==> src/rtl/alu_issue_ctrl_if.sv <==
// Issue/writeback bus between the instruction source, register loader, debug port,
// the external combinational ALU and the issue controller.
interface alu_issue_ctrl_if #(
    parameter int unsigned DW = 32
);
    logic          instr_valid;
    logic          instr_ready;
    logic [15:0]   instr;
    logic          ld_valid;
    logic [2:0]    ld_addr;
    logic [DW-1:0] ld_data;
    logic [DW-1:0] alu_a;
    logic [DW-1:0] alu_b;
    logic [3:0]    alu_op;
    logic [DW-1:0] alu_result;
    logic          alu_zero;
    logic          done;
    logic [2:0]    done_rd;
    logic [DW-1:0] done_result;
    logic          zero_flag;
    logic          illegal;
    logic [2:0]    dbg_addr;
    logic [DW-1:0] dbg_data;

    modport master (
        output instr_valid, instr, ld_valid, ld_addr, ld_data, alu_result, alu_zero, dbg_addr,
        input  instr_ready, alu_a, alu_b, alu_op, done, done_rd, done_result, zero_flag,
        input  illegal, dbg_data
    );

    modport slave (
        input  instr_valid, instr, ld_valid, ld_addr, ld_data, alu_result, alu_zero, dbg_addr,
        output instr_ready, alu_a, alu_b, alu_op, done, done_rd, done_result, zero_flag,
        output illegal, dbg_data
    );
endinterface

==> src/rtl/alu_issue_ctrl.sv <==
// Single-issue controller around a combinational ALU: fixed IDLE -> EXEC -> WB sequence,
// 8-entry register file with direct load port and combinational debug read.
module alu_issue_ctrl #(
    parameter int unsigned NREGS = 8,
    parameter int unsigned DW    = 32
) (
    input logic             clk,
    input logic             rst_n,
    alu_issue_ctrl_if.slave bus
);

    typedef enum logic [1:0] {StIdle, StExec, StWb} state_e;

    state_e        state_q, state_d;
    logic [15:0]   instr_q;
    logic [DW-1:0] res_q;
    logic          zq_q;
    logic [2:0]    rd_q;
    logic          zero_flag_q;
    logic          illegal_q;
    logic [DW-1:0] regs_q [NREGS];
    logic          accept;

    logic [3:0] op;
    logic [2:0] rd, rs1, rs2;
    logic       op_legal;
    logic       wb_we;

    assign op  = instr_q[15:12];
    assign rd  = instr_q[11:9];
    assign rs1 = instr_q[8:6];
    assign rs2 = instr_q[5:3];

    assign op_legal = op inside {4'b0000, 4'b0001, 4'b0010, 4'b0011, 4'b0100, 4'b0110, 4'b0111};
    assign wb_we    = (state_q == StWb) && op_legal && (rd != 3'd0);

    always_comb begin
        state_d = state_q;
        accept  = 1'b0;
        unique case (state_q)
            StIdle: begin
                if (bus.instr_valid) begin
                    accept  = 1'b1;
                    state_d = StExec;
                end
            end
            StExec:  state_d = StWb;
            StWb:    state_d = StIdle;
            default: state_d = StIdle;
        endcase
    end

    always_ff @(posedge clk) begin
        if (!rst_n) begin
            state_q     <= StIdle;
            instr_q     <= '0;
            res_q       <= '0;
            zq_q        <= 1'b0;
            rd_q        <= '0;
            zero_flag_q <= 1'b0;
            illegal_q   <= 1'b0;
        end else begin
            state_q <= state_d;
            if (accept) begin
                instr_q <= bus.instr;
            end
            // Operands are consumed here, so loads landing on this edge are not seen.
            if (state_q == StExec) begin
                res_q <= bus.alu_result;
                zq_q  <= bus.alu_zero;
                rd_q  <= rd;
            end
            if (state_q == StWb) begin
                if (op_legal) begin
                    zero_flag_q <= zq_q;
                end else begin
                    illegal_q <= 1'b1;
                end
            end
        end
    end

    // Writeback is assigned after the load so it wins a same-register collision.
    always_ff @(posedge clk) begin
        if (!rst_n) begin
            for (int i = 0; i < NREGS; i++) begin
                regs_q[i] <= '0;
            end
        end else begin
            if (bus.ld_valid && (bus.ld_addr != 3'd0)) begin
                regs_q[bus.ld_addr] <= bus.ld_data;
            end
            if (wb_we) begin
                regs_q[rd] <= res_q;
            end
        end
    end

    logic exec;
    assign exec = (state_q == StExec);

    assign bus.instr_ready = rst_n && (state_q == StIdle);
    assign bus.alu_op      = exec ? op : 4'd0;
    assign bus.alu_a       = (exec && rs1 != 3'd0) ? regs_q[rs1] : '0;
    assign bus.alu_b       = (exec && rs2 != 3'd0) ? regs_q[rs2] : '0;
    assign bus.done        = (state_q == StWb);
    assign bus.done_rd     = rd_q;
    assign bus.done_result = res_q;
    assign bus.zero_flag   = zero_flag_q;
    assign bus.illegal     = illegal_q;
    assign bus.dbg_data    = (bus.dbg_addr == 3'd0) ? '0 : regs_q[bus.dbg_addr];

endmodule

==> src/flat_wrapper.sv <==
// flat-port wrapper written by rule: the top's interface ports become plain ports
module alu_issue_ctrl_flat 
#(
    parameter int unsigned NREGS = 8,
    parameter int unsigned DW    = 32
)
  (clk, rst_n, bus_instr_valid, bus_instr, bus_ld_valid, bus_ld_addr, bus_ld_data, bus_alu_result, bus_alu_zero, bus_dbg_addr, bus_instr_ready, bus_alu_a, bus_alu_b, bus_alu_op, bus_done, bus_done_rd, bus_done_result, bus_zero_flag, bus_illegal, bus_dbg_data);
  alu_issue_ctrl_if #(.DW(DW)) bus_i ();
  input logic clk;
  input logic rst_n;
  input wire logic [$bits(bus_i.instr_valid)-1:0] bus_instr_valid;
  input wire logic [$bits(bus_i.instr)-1:0] bus_instr;
  input wire logic [$bits(bus_i.ld_valid)-1:0] bus_ld_valid;
  input wire logic [$bits(bus_i.ld_addr)-1:0] bus_ld_addr;
  input wire logic [$bits(bus_i.ld_data)-1:0] bus_ld_data;
  input wire logic [$bits(bus_i.alu_result)-1:0] bus_alu_result;
  input wire logic [$bits(bus_i.alu_zero)-1:0] bus_alu_zero;
  input wire logic [$bits(bus_i.dbg_addr)-1:0] bus_dbg_addr;
  output wire logic [$bits(bus_i.instr_ready)-1:0] bus_instr_ready;
  output wire logic [$bits(bus_i.alu_a)-1:0] bus_alu_a;
  output wire logic [$bits(bus_i.alu_b)-1:0] bus_alu_b;
  output wire logic [$bits(bus_i.alu_op)-1:0] bus_alu_op;
  output wire logic [$bits(bus_i.done)-1:0] bus_done;
  output wire logic [$bits(bus_i.done_rd)-1:0] bus_done_rd;
  output wire logic [$bits(bus_i.done_result)-1:0] bus_done_result;
  output wire logic [$bits(bus_i.zero_flag)-1:0] bus_zero_flag;
  output wire logic [$bits(bus_i.illegal)-1:0] bus_illegal;
  output wire logic [$bits(bus_i.dbg_data)-1:0] bus_dbg_data;
  assign bus_i.instr_valid = bus_instr_valid;
  assign bus_i.instr = bus_instr;
  assign bus_i.ld_valid = bus_ld_valid;
  assign bus_i.ld_addr = bus_ld_addr;
  assign bus_i.ld_data = bus_ld_data;
  assign bus_i.alu_result = bus_alu_result;
  assign bus_i.alu_zero = bus_alu_zero;
  assign bus_i.dbg_addr = bus_dbg_addr;
  assign bus_instr_ready = bus_i.instr_ready;
  assign bus_alu_a = bus_i.alu_a;
  assign bus_alu_b = bus_i.alu_b;
  assign bus_alu_op = bus_i.alu_op;
  assign bus_done = bus_i.done;
  assign bus_done_rd = bus_i.done_rd;
  assign bus_done_result = bus_i.done_result;
  assign bus_zero_flag = bus_i.zero_flag;
  assign bus_illegal = bus_i.illegal;
  assign bus_dbg_data = bus_i.dbg_data;
  alu_issue_ctrl #(.NREGS(NREGS), .DW(DW)) u_core (.clk(clk), .rst_n(rst_n), .bus(bus_i));
endmodule
==> config.mk <==
export PLATFORM = sky130hd
export DESIGN_NAME = alu_issue_ctrl_flat
export DESIGN_NICKNAME = d
export VERILOG_FILES = /design/src/rtl/alu_issue_ctrl_if.sv /design/src/rtl/alu_issue_ctrl.sv /design/src/flat_wrapper.sv
export SDC_FILE = /design/constraint.sdc
export NUM_CORES = 1
export LEC_CHECK = 0
export ABC_AREA = 1
export CAP_MARGIN = 20
export CORE_UTILIZATION = 40
export DETAILED_ROUTE_END_ITERATION = 7
export PLACE_DENSITY = 0.6
export SLEW_MARGIN = 10
export SYNTH_ARGS = -nofsm -noshare
export SYNTH_HDL_FRONTEND = slang
export SYNTH_SLANG_ARGS = --single-unit
export TNS_END_PERCENT = 5
==> constraint.sdc <==
create_clock -name clk -period 4.8 [get_ports clk]
set_input_delay 0.72 -clock clk [delete_from_list [all_inputs] [get_ports clk]]
set_output_delay 0.72 -clock clk [all_outputs]
set_load 0.005 [all_outputs]
-- After elaboration in Yosys (flattened, before gate mapping)
Memories as Yosys holds them, arrays and structs flattened. A register that Yosys moved wholly into a read port is not among the register bits.
Index checks and enable logic that the tools add are counted.
- logic and storage cells: 61
- memories kept: 1
- register bits: 56
- output and inout bits: 139
- bits of input ports: 91
- RAM bits: 256
- bitwise gates (word level): 1
- muxes and demuxes: 25
- equality and inequality tests: 9
- reductions and logical operators: 18
- memory list (memory ; words ; width ; read ports ; clocked after memory_dff ; write ports ; RTL line ; RTL):
    u_core.regs_q ; 8 ; 32 ; 3 ; 2 ; 8 ; alu_issue_ctrl.sv:21 ; logic [DW-1:0] regs_q [NREGS];
- operators with widths (kind ; number):
    2-to-1 mux 32 bit ; 5
    OR reduction 32 bit ; 2
    2-to-1 mux 3 bit ; 6
    == test 4 x 3 -> 1 bit, second input constant ; 3
    nonzero test 3 bit ; 4
    2-to-1 mux 1 bit ; 11
    == test 4 x 2 -> 1 bit, second input constant ; 2
    nonzero test 7 bit ; 1
    logical AND 1 bit ; 6
    == test 4 x 1 -> 1 bit, second input constant ; 1
    logical NOT 4 bit ; 1
    2-to-1 mux 4 bit ; 1
    case mux 2 bit (2 select lines) ; 1
    AND reduction 2 bit ; 2
    logical NOT 3 bit ; 1
    == test 2 x 1 -> 1 bit, second input constant ; 1
    == test 2 bit, second input constant ; 1
    logical NOT 2 bit ; 1
    2-to-1 mux 2 bit ; 1
    != test 2 bit, second input constant ; 1
    NOT 1 bit ; 1

-- Logic depth before layout (Yosys ltp)
Gate-level depths: netlist of the first run.
- depth after elaboration: 9
- gate-level depth with buffers: 8

-- Worst setup path after synthesis of the first run
No wires, ideal clock.
- path type: in2reg
- start point: input rst_n
- end point: memory u_core.regs_q[1][0], enable pin
- stages: 2
- data required time: 4.334 ns
- setup slack: 1.210 ns
- arrival: 3.124 ns
- buffers on the path: 0
- library setup time: 0.466 ns
- path through: nand3_1 -> o21ai_0
- RTL lines (what ; RTL line ; RTL):
    start: declaration ; flat_wrapper.sv:10 ; input logic rst_n;
    end: declaration ; alu_issue_ctrl.sv:21 ;

==> metrics.txt, run 1 <==
# TYPE chip_impl_metric gauge
chip_impl_metric{name="synth.top_cell.area_share",unit="%"} 35.22
chip_impl_metric{name="drc",unit=""} 0
chip_impl_metric{name="detailroute.via_count",unit=""} 23960
chip_impl_metric{name="grt_pass1_vias",unit=""} 22810
chip_impl_metric{name="timing.slew.headroom",unit="%"} 26.31
chip_impl_info{name="synthFlopType",value="edfxtp_1"} 1
chip_impl_info{name="run_status",value="complete, no violations"} 1
chip_impl_metric{name="detailed_place.area",unit="sq um"} 24420
chip_impl_metric{name="worst_slew_pin_slew",unit="ps"} 1104
chip_impl_metric{name="setup_total_negative_slack",unit="ps"} 0
chip_impl_metric{name="clock-sinks",unit=""} 315
chip_impl_metric{name="routabilityCongestion",unit=""} 0.8642
chip_impl_metric{name="post_route_cells_drive_above_1_share",unit="%"} 4.373
chip_impl_metric{name="insertedDiodeCount",unit=""} 0
chip_impl_metric{name="final-max-slew-violation-count",unit=""} 0
chip_impl_metric{name="timing.reg2reg.setup_slack",unit="ps"} 1770
chip_impl_metric{name="die_area",unit="sq um"} 55500
chip_impl_metric{name="power-per-cell-area",unit="nW/um^2"} 304.5
chip_impl_metric{name="cts_buffer_depth",unit=""} 3
chip_impl_metric{name="fin_util",unit="%"} 47.75
chip_impl_metric{name="placementRows",unit=""} 85
chip_impl_metric{name="syn-cell-area",unit="sq um"} 21820
chip_impl_metric{name="synth.ff_latch_count",unit=""} 315
chip_impl_metric{name="final.period_utilization",unit="%"} 84.55
chip_impl_metric{name="syn_inst_count",unit=""} 3353
chip_impl_metric{name="required_time_of_the_worst_setup_path",unit="ps"} 4080
chip_impl_info{name="rr_endpoint",value="u_core.regs_q[7][14]"} 1
chip_impl_metric{name="grt_start_max_net_pins",unit=""} 193
chip_impl_metric{name="post-dp-hpwl",unit="microns"} 53370
chip_impl_metric{name="fillCellCount",unit=""} 5258
chip_impl_metric{name="detail-route-antenna-nets",unit=""} 0
chip_impl_metric{name="synthToLayoutAreaGrowth",unit="%"} 17.74
chip_impl_metric{name="ys_warn_count",unit=""} 0
chip_impl_metric{name="number_of_cells_on_the_worst_reg_to_reg_path",unit=""} 6
chip_impl_metric{name="detail_route.wl_per_cell",unit="microns"} 22.24
chip_impl_info{name="clock-root-buffer",value="clkbuf_16"} 1
chip_impl_metric{name="cts_made_buffers",unit=""} 39
chip_impl_info{name="rsz0062_at_grt",value="no"} 1
chip_impl_metric{name="clkLatencyLatePin",unit="ps"} 580
chip_impl_metric{name="cap_violations",unit=""} 0
chip_impl_metric{name="htree_num_levels",unit=""} 2
chip_impl_metric{name="die_x",unit="microns"} 235.6
chip_impl_metric{name="cts_post_setup_buffers_inserted",unit=""} 0
chip_impl_metric{name="design_area",unit="sq um"} 25700
chip_impl_metric{name="hold_violation_count_in_the_final_report",unit=""} 0
chip_impl_info{name="yosys.cell_count.top_type",value="nand2_1"} 1
chip_impl_metric{name="core_area",unit="sq um"} 53810
chip_impl_metric{name="report.final.setup_viol",unit=""} 0
chip_impl_metric{name="fin_clk_skew",unit="ps"} 26.52
chip_impl_metric{name="cts_hold_buf",unit=""} 0
chip_impl_info{name="crit_path_end_kind",value="primary output"} 1
chip_impl_metric{name="path_max_fanout",unit=""} 64
chip_impl_metric{name="grt.total_usage",unit="%"} 32.35
chip_impl_metric{name="yosysUniqueCellTypes",unit=""} 22
chip_impl_info{name="endpoint",value="bus_alu_b[3]"} 1
chip_impl_metric{name="crit_arrival",unit="ps"} 3340
chip_impl_metric{name="per_instance_average_area_after_synthesis",unit="sq um"} 6.509
chip_impl_metric{name="p_leak",unit="uW"} 0.01134
chip_impl_metric{name="final.min_clock_period",unit="ps"} 4058
chip_impl_metric{name="die_h",unit="microns"} 235.6
chip_impl_metric{name="antenna_found_initial",unit=""} 0
chip_impl_metric{name="postSynth.asyncResetShare",unit="%"} 0
chip_impl_metric{name="first_pass_iters",unit=""} 7
chip_impl_metric{name="drt_first_iter_violations",unit=""} 3230
chip_impl_info{name="start_kind",value="flip-flop"} 1
chip_impl_info{name="hold_path.class",value="reg -> reg"} 1
chip_impl_metric{name="first_pass_grt_wire_length",unit="microns"} 136500
chip_impl_info{name="criticalPathCategory",value="reg -> out"} 1
chip_impl_metric{name="worst_setup_hold_path_clk_slew",unit="ps"} 60
chip_impl_metric{name="synth_sequential_area_ratio",unit="%"} 40.64
chip_impl_metric{name="synth-edff-count",unit=""} 256
chip_impl_metric{name="peakVddDrop",unit="mV"} 0.1951
chip_impl_info{name="cts_tree",value="yes"} 1
chip_impl_metric{name="power.total",unit="uW"} 7823
chip_impl_metric{name="design.final.nets",unit=""} 3514
chip_impl_info{name="synth.area.top_cells",value="edfxtp_1 35%, nand2_1 20%, nand3_1 11%"} 1
chip_impl_metric{name="postRouteWirelength",unit="microns"} 92260
chip_impl_info{name="netlist.top_cell.by_area",value="edfxtp_1"} 1
chip_impl_metric{name="dp_cells",unit=""} 4078
chip_impl_metric{name="avgViaCountPerCell",unit=""} 5.774
chip_impl_metric{name="ioPinCount",unit=""} 230
chip_impl_metric{name="cts_repair_resize_count",unit=""} 0
chip_impl_info{name="r2r-start",value="u_core.instr_q[9]"} 1
chip_impl_metric{name="port_buffers",unit=""} 226
chip_impl_metric{name="achievable-frequency",unit="MHz"} 246.4
chip_impl_metric{name="grt-ovfl-total",unit=""} 0
chip_impl_metric{name="initial_standard_cell_utilization_of_the_core",unit="%"} 40.56
chip_impl_info{name="synth_top_cells_by_count",value="1141 x nand2_1, 491 x nand3_1, 478 x nor2_1"} 1
chip_impl_metric{name="finalNonFillerCells",unit=""} 4149
critical path, stage by stage, from the launching register on:
cell and delay, ps:
dfxtp_4 650, buf_4 840, nand3_1 180, nand3_1 130, nand2_1 60, nor2_1 300
clkdlybuf4s50_1 570
cell usage in the layout, fill, tap and decap left out, types with 2 or more instances in the layout:
cell type / count
edfxtp_1: 256
bufinv_16: 3
inv_2: 8
clkbuf_16: 41
nand3_1: 489
nor2_1: 476
buf_12: 5
a21oi_1: 108
inv_6: 3
nand2_1: 1141
clkinv_2: 9
buf_4: 54
clkinv_1: 5
o211ai_1: 96
dfxtp_2: 2
o21ai_1: 5
nor2_4: 2
clkdlybuf4s50_1: 222
buf_2: 2
nor3_4: 7
dfxtp_4: 4
dfxtp_1: 53
nor3_1: 2
inv_1: 238
clkbuf_1: 6
conb_1: 32
nand3_2: 2
o21ai_0: 172
nor2_2: 3
clkbuf_8: 3
where the power goes:
| part | total (uW) | switching [uW] | internal (uW) |
|---|---|---|---|
| registers | 3280 | 175 | 3110 |
| logic | 1530 | 1010 | 524 |
| clock network | 3010 | 1240 | 1770 |
| total | 7820 | 2420 | 5400 |
how the worst min path moves through the flow:
stage                          from                   end  slack [ps]  cells past startpoint
2_1_floorplan    u_core.instr_q[14]    u_core.instr_q[14]         440                      2
5_1_grt        u_core.bus.zero_flag  u_core.bus.zero_flag         500                      2
4_1_cts        u_core.bus.zero_flag  u_core.bus.zero_flag         470                      2
3_5_place_dp     u_core.bus.illegal    u_core.bus.illegal         460                      2
6_report       u_core.bus.zero_flag  u_core.bus.zero_flag         470                      2
3_3_place_gp   u_core.bus.zero_flag  u_core.bus.zero_flag         450                      2
through the flow:
stage | setup slack [ps] | hold WS [ps]
finish | 741.8 | 470.5
global route | 756.9 | 495.3
CTS | 787.7 | 471.9
detailed placement | 1185 | 459.1
global placement | 1207 | 448.6
floorplan | 1210 | 444.6
sequential cells by signal, summed over array words and instances, names as in the netlist, named ones only:
name                    cells
u_core.state_q              2
u_core.instr_q             13
u_core.bus.illegal          1
u_core.bus.done_rd          3
u_core.bus.zero_flag        1
u_core.zq_q                 1
u_core.bus.done_result     32
u_core.regs_q             256
logic make-up (layout without fill, tap and decap cells):
| kind of cell | Yosys count | count (layout) | share of synthesized area (%) |
|---|---|---|---|
| other | 1 | 32 | 0.01718 |
| AO/OA/AOI/OAI | 382 | 382 | 9.861 |
| flip-flops | 315 | 315 | 40.64 |
| AND/OR/NAND/NOR | 2123 | 2123 | 39.61 |
| buffers and inverters | 532 | 601 | 9.878 |
layer usage:
metal  track usage [%]  up-vias  wire (microns)
li1                  -    10940               -
met1             42.86    10980           36460
met2             49.51     1676           39720
met3             6.836      368           11330
met4             17.11        0            4754
met5                 0        -               0
cell type report:
type | instances | area (sq um) | area share, %
Multi-Input combinational cell | 2537 | 10990 | 42.78
Sequential cell | 315 | 8886 | 34.58
Timing Repair Buffer | 284 | 2749 | 10.70
Clock buffer | 51 | 1095 | 4.261
Inverter | 246 | 923.4 | 3.594
Tap cell | 696 | 870.8 | 3.389
Clock inverter | 20 | 180.2 | 0.7012
(Power assumes the default switching activity.)
==> run 2, diff against run 1 <==
Settings changed: PLACE_DENSITY 0.6 to 0.62.
Clock period 4.8 ns to 3.7 ns, I/O delays scaled along.
==> run 2 against run 1 <==
Clock skew shrank 9.3 ps. Register-to-register slack lost 560 ps. Final area grew 1.0%. Global-route usage shrank 0.47 points.
==> metrics.txt, run 2 (synthesis results as in run 1) <==
# TYPE chip_impl_metric gauge
chip_impl_metric{name="htree_num_levels",unit=""} 2
chip_impl_metric{name="timing.slew.headroom",unit="%"} 31.02
chip_impl_metric{name="cts_hold_buf",unit=""} 0
chip_impl_metric{name="post-dp-hpwl",unit="microns"} 51920
chip_impl_metric{name="setup_total_negative_slack",unit="ps"} 0
chip_impl_info{name="cpMostUsedCell",value="nor2_1"} 1
chip_impl_metric{name="cap_violations",unit=""} 0
chip_impl_info{name="top_register",value="u_core.regs_q"} 1
chip_impl_metric{name="drc",unit=""} 0
chip_impl_metric{name="detailroute.via_count",unit=""} 23290
chip_impl_metric{name="report.final.setup_viol",unit=""} 0
chip_impl_metric{name="design_area",unit="sq um"} 25960
chip_impl_metric{name="grt.total_usage",unit="%"} 31.88
chip_impl_metric{name="power-per-cell-area",unit="nW/um^2"} 390.8
chip_impl_metric{name="grt-ovfl-total",unit=""} 0
chip_impl_metric{name="cp_num_cells",unit=""} 6
chip_impl_metric{name="grt_pass1_vias",unit=""} 21400
chip_impl_info{name="crit_path_end_kind",value="primary output"} 1
chip_impl_info{name="criticalPathCategory",value="reg -> out"} 1
chip_impl_metric{name="final-max-slew-violation-count",unit=""} 0
chip_impl_info{name="most-common-layout-cells",value="1141 x nand2_1, 485 x nand3_1, 476 x nor2_1"} 1
chip_impl_info{name="cpLargestDelayFamily",value="buffers and inverters"} 1
chip_impl_info{name="hold_path.class",value="reg -> reg"} 1
chip_impl_metric{name="worst_slew_pin_slew",unit="ps"} 1033
chip_impl_info{name="crit_path_top_delay_cell",value="buf_16"} 1
chip_impl_info{name="clock-root-buffer",value="clkbuf_16"} 1
chip_impl_metric{name="routabilityCongestion",unit=""} 0.8728
chip_impl_metric{name="dp_cells",unit=""} 4092
chip_impl_metric{name="required_time_of_the_worst_setup_path",unit="ps"} 3140
chip_impl_metric{name="detailed_place.area",unit="sq um"} 24710
chip_impl_metric{name="fin_util",unit="%"} 48.25
chip_impl_metric{name="first_pass_grt_wire_length",unit="microns"} 133100
chip_impl_info{name="rr_endpoint",value="u_core.regs_q[6][30]"} 1
chip_impl_metric{name="cp_num_buf_inv",unit=""} 2
chip_impl_metric{name="timing.reg2reg.setup_slack",unit="ps"} 1210
chip_impl_metric{name="clock-sinks",unit=""} 315
chip_impl_metric{name="final.min_clock_period",unit="ps"} 3545
chip_impl_info{name="start_kind",value="flip-flop"} 1
chip_impl_metric{name="die_x",unit="microns"} 235.6
chip_impl_info{name="rsz0062_at_grt",value="no"} 1
chip_impl_metric{name="clkLatencyLatePin",unit="ps"} 580
chip_impl_metric{name="synthToLayoutAreaGrowth",unit="%"} 18.97
chip_impl_metric{name="drt_first_iter_violations",unit=""} 2726
chip_impl_metric{name="peakVddDrop",unit="mV"} 0.3321
chip_impl_metric{name="die_h",unit="microns"} 235.6
chip_impl_metric{name="initial_standard_cell_utilization_of_the_core",unit="%"} 40.56
chip_impl_metric{name="avgViaCountPerCell",unit=""} 5.595
chip_impl_metric{name="achievable-frequency",unit="MHz"} 282.1
chip_impl_info{name="endpoint",value="bus_alu_b[18]"} 1
chip_impl_metric{name="cts_buffer_depth",unit=""} 3
chip_impl_metric{name="final.period_utilization",unit="%"} 95.81
chip_impl_metric{name="path_max_fanout",unit=""} 170
chip_impl_metric{name="fin_clk_skew",unit="ps"} 17.18
chip_impl_info{name="r2r-start",value="u_core.instr_q[9]"} 1
chip_impl_metric{name="placementRows",unit=""} 85
chip_impl_info{name="commonest_non_fill_non_tap_cell_in_the_layout",value="nand2_1"} 1
chip_impl_metric{name="ioPinCount",unit=""} 230
chip_impl_metric{name="postRouteWirelength",unit="microns"} 91070
chip_impl_metric{name="cts_made_buffers",unit=""} 39
chip_impl_metric{name="detail-route-antenna-nets",unit=""} 0
chip_impl_metric{name="number_of_cells_on_the_worst_reg_to_reg_path",unit=""} 7
chip_impl_metric{name="worst_setup_hold_path_clk_slew",unit="ps"} 60
chip_impl_info{name="cp_cell_sequence",value="buf_16 > o21ai_0 > nand2_1 > nor2_1 > nor2_1 > clkdlybuf4s50_1"} 1
chip_impl_metric{name="crit_path_max_incr_delay",unit="ps"} 580
chip_impl_metric{name="max_reg_flops",unit=""} 256
chip_impl_metric{name="first_pass_iters",unit=""} 6
chip_impl_metric{name="detail_route.wl_per_cell",unit="microns"} 21.88
chip_impl_metric{name="hold_violation_count_in_the_final_report",unit=""} 0
chip_impl_metric{name="cts_post_setup_buffers_inserted",unit=""} 0
chip_impl_metric{name="design.final.nets",unit=""} 3528
chip_impl_metric{name="core_area",unit="sq um"} 53810
chip_impl_metric{name="antenna_found_initial",unit=""} 3
chip_impl_info{name="run_status",value="complete, no violations"} 1
chip_impl_metric{name="finalNonFillerCells",unit=""} 4162
chip_impl_metric{name="post_route_cells_drive_above_1_share",unit="%"} 4.704
chip_impl_metric{name="crit_arrival",unit="ps"} 2990
chip_impl_metric{name="grt_start_max_net_pins",unit=""} 171
chip_impl_metric{name="port_buffers",unit=""} 226
chip_impl_metric{name="die_area",unit="sq um"} 55500
chip_impl_metric{name="p_leak",unit="uW"} 0.01145
chip_impl_info{name="cts_tree",value="yes"} 1
[run 2: through the flow]
stage	power, uW	setup WS [ps]	hold slack [ps]
final	10150	155.2	472.5
after detailed placement	6291	491.5	462.9
after CTS	10120	125.9	475.2
after global placement	6281	488.3	450.6
after global routing	10470	19.46	499.9
after floorplan	5386	192.5	444.6
[run 2: power by group]
| part | switching [uW] | internal (uW) |
|---|---|---|
| clock network | 1630 | 2240 |
| registers | 220 | 4030 |
| logic | 1310 | 718 |
| total | 3160 | 6990 |
[run 2: what timing repair did]
item	CTS	global route
hold endpoints to repair	0	0
resized for setup	0	2
endpoints found under the setup margin	0	3
[run 2: layout make-up]
class                      count  area [sq um]
antenna                        1         2.502
clock buffer                  47          1059
clock inverter                22         183.9
fill                        5475         27850
inverter                     246         923.4
multi-input combinational   2537         11010
sequential                   315          8886
tap                          696         870.8
timing repair buffer         298          3028
[run 2: per-layer routing]
layer	up-vias	GRT usage, %	part of all wire [%]	wire length [microns]
li1	10980	-	-	-
met1	10620	42.87	40	36470
met2	1414	48.77	43	39500
met3	267	7.341	12	11200
met4	6	14.14	4.2	3857
met5	-	0	0.041	37
[run 2: worst reg2reg max path: stages (launching register included)]
cell and delay [ps]:
dfxtp_1 530, inv_2 190, nand2_1 110, nand2_1 80
nor2_4 280, nand2_1 140, nand3_2 510, buf_4 350
[run 2: how the worst min path moves through the flow]
stage,cells past startpoint,end,startpoint
final,2,u_core.instr_q[12],u_core.instr_q[12]
after global routing,2,u_core.instr_q[12],u_core.instr_q[12]
after CTS,2,u_core.instr_q[12],u_core.instr_q[12]
after detailed placement,2,u_core.bus.zero_flag,u_core.bus.zero_flag
after global placement,2,u_core.bus.zero_flag,u_core.bus.zero_flag
after floorplan,2,u_core.instr_q[14],u_core.instr_q[14]
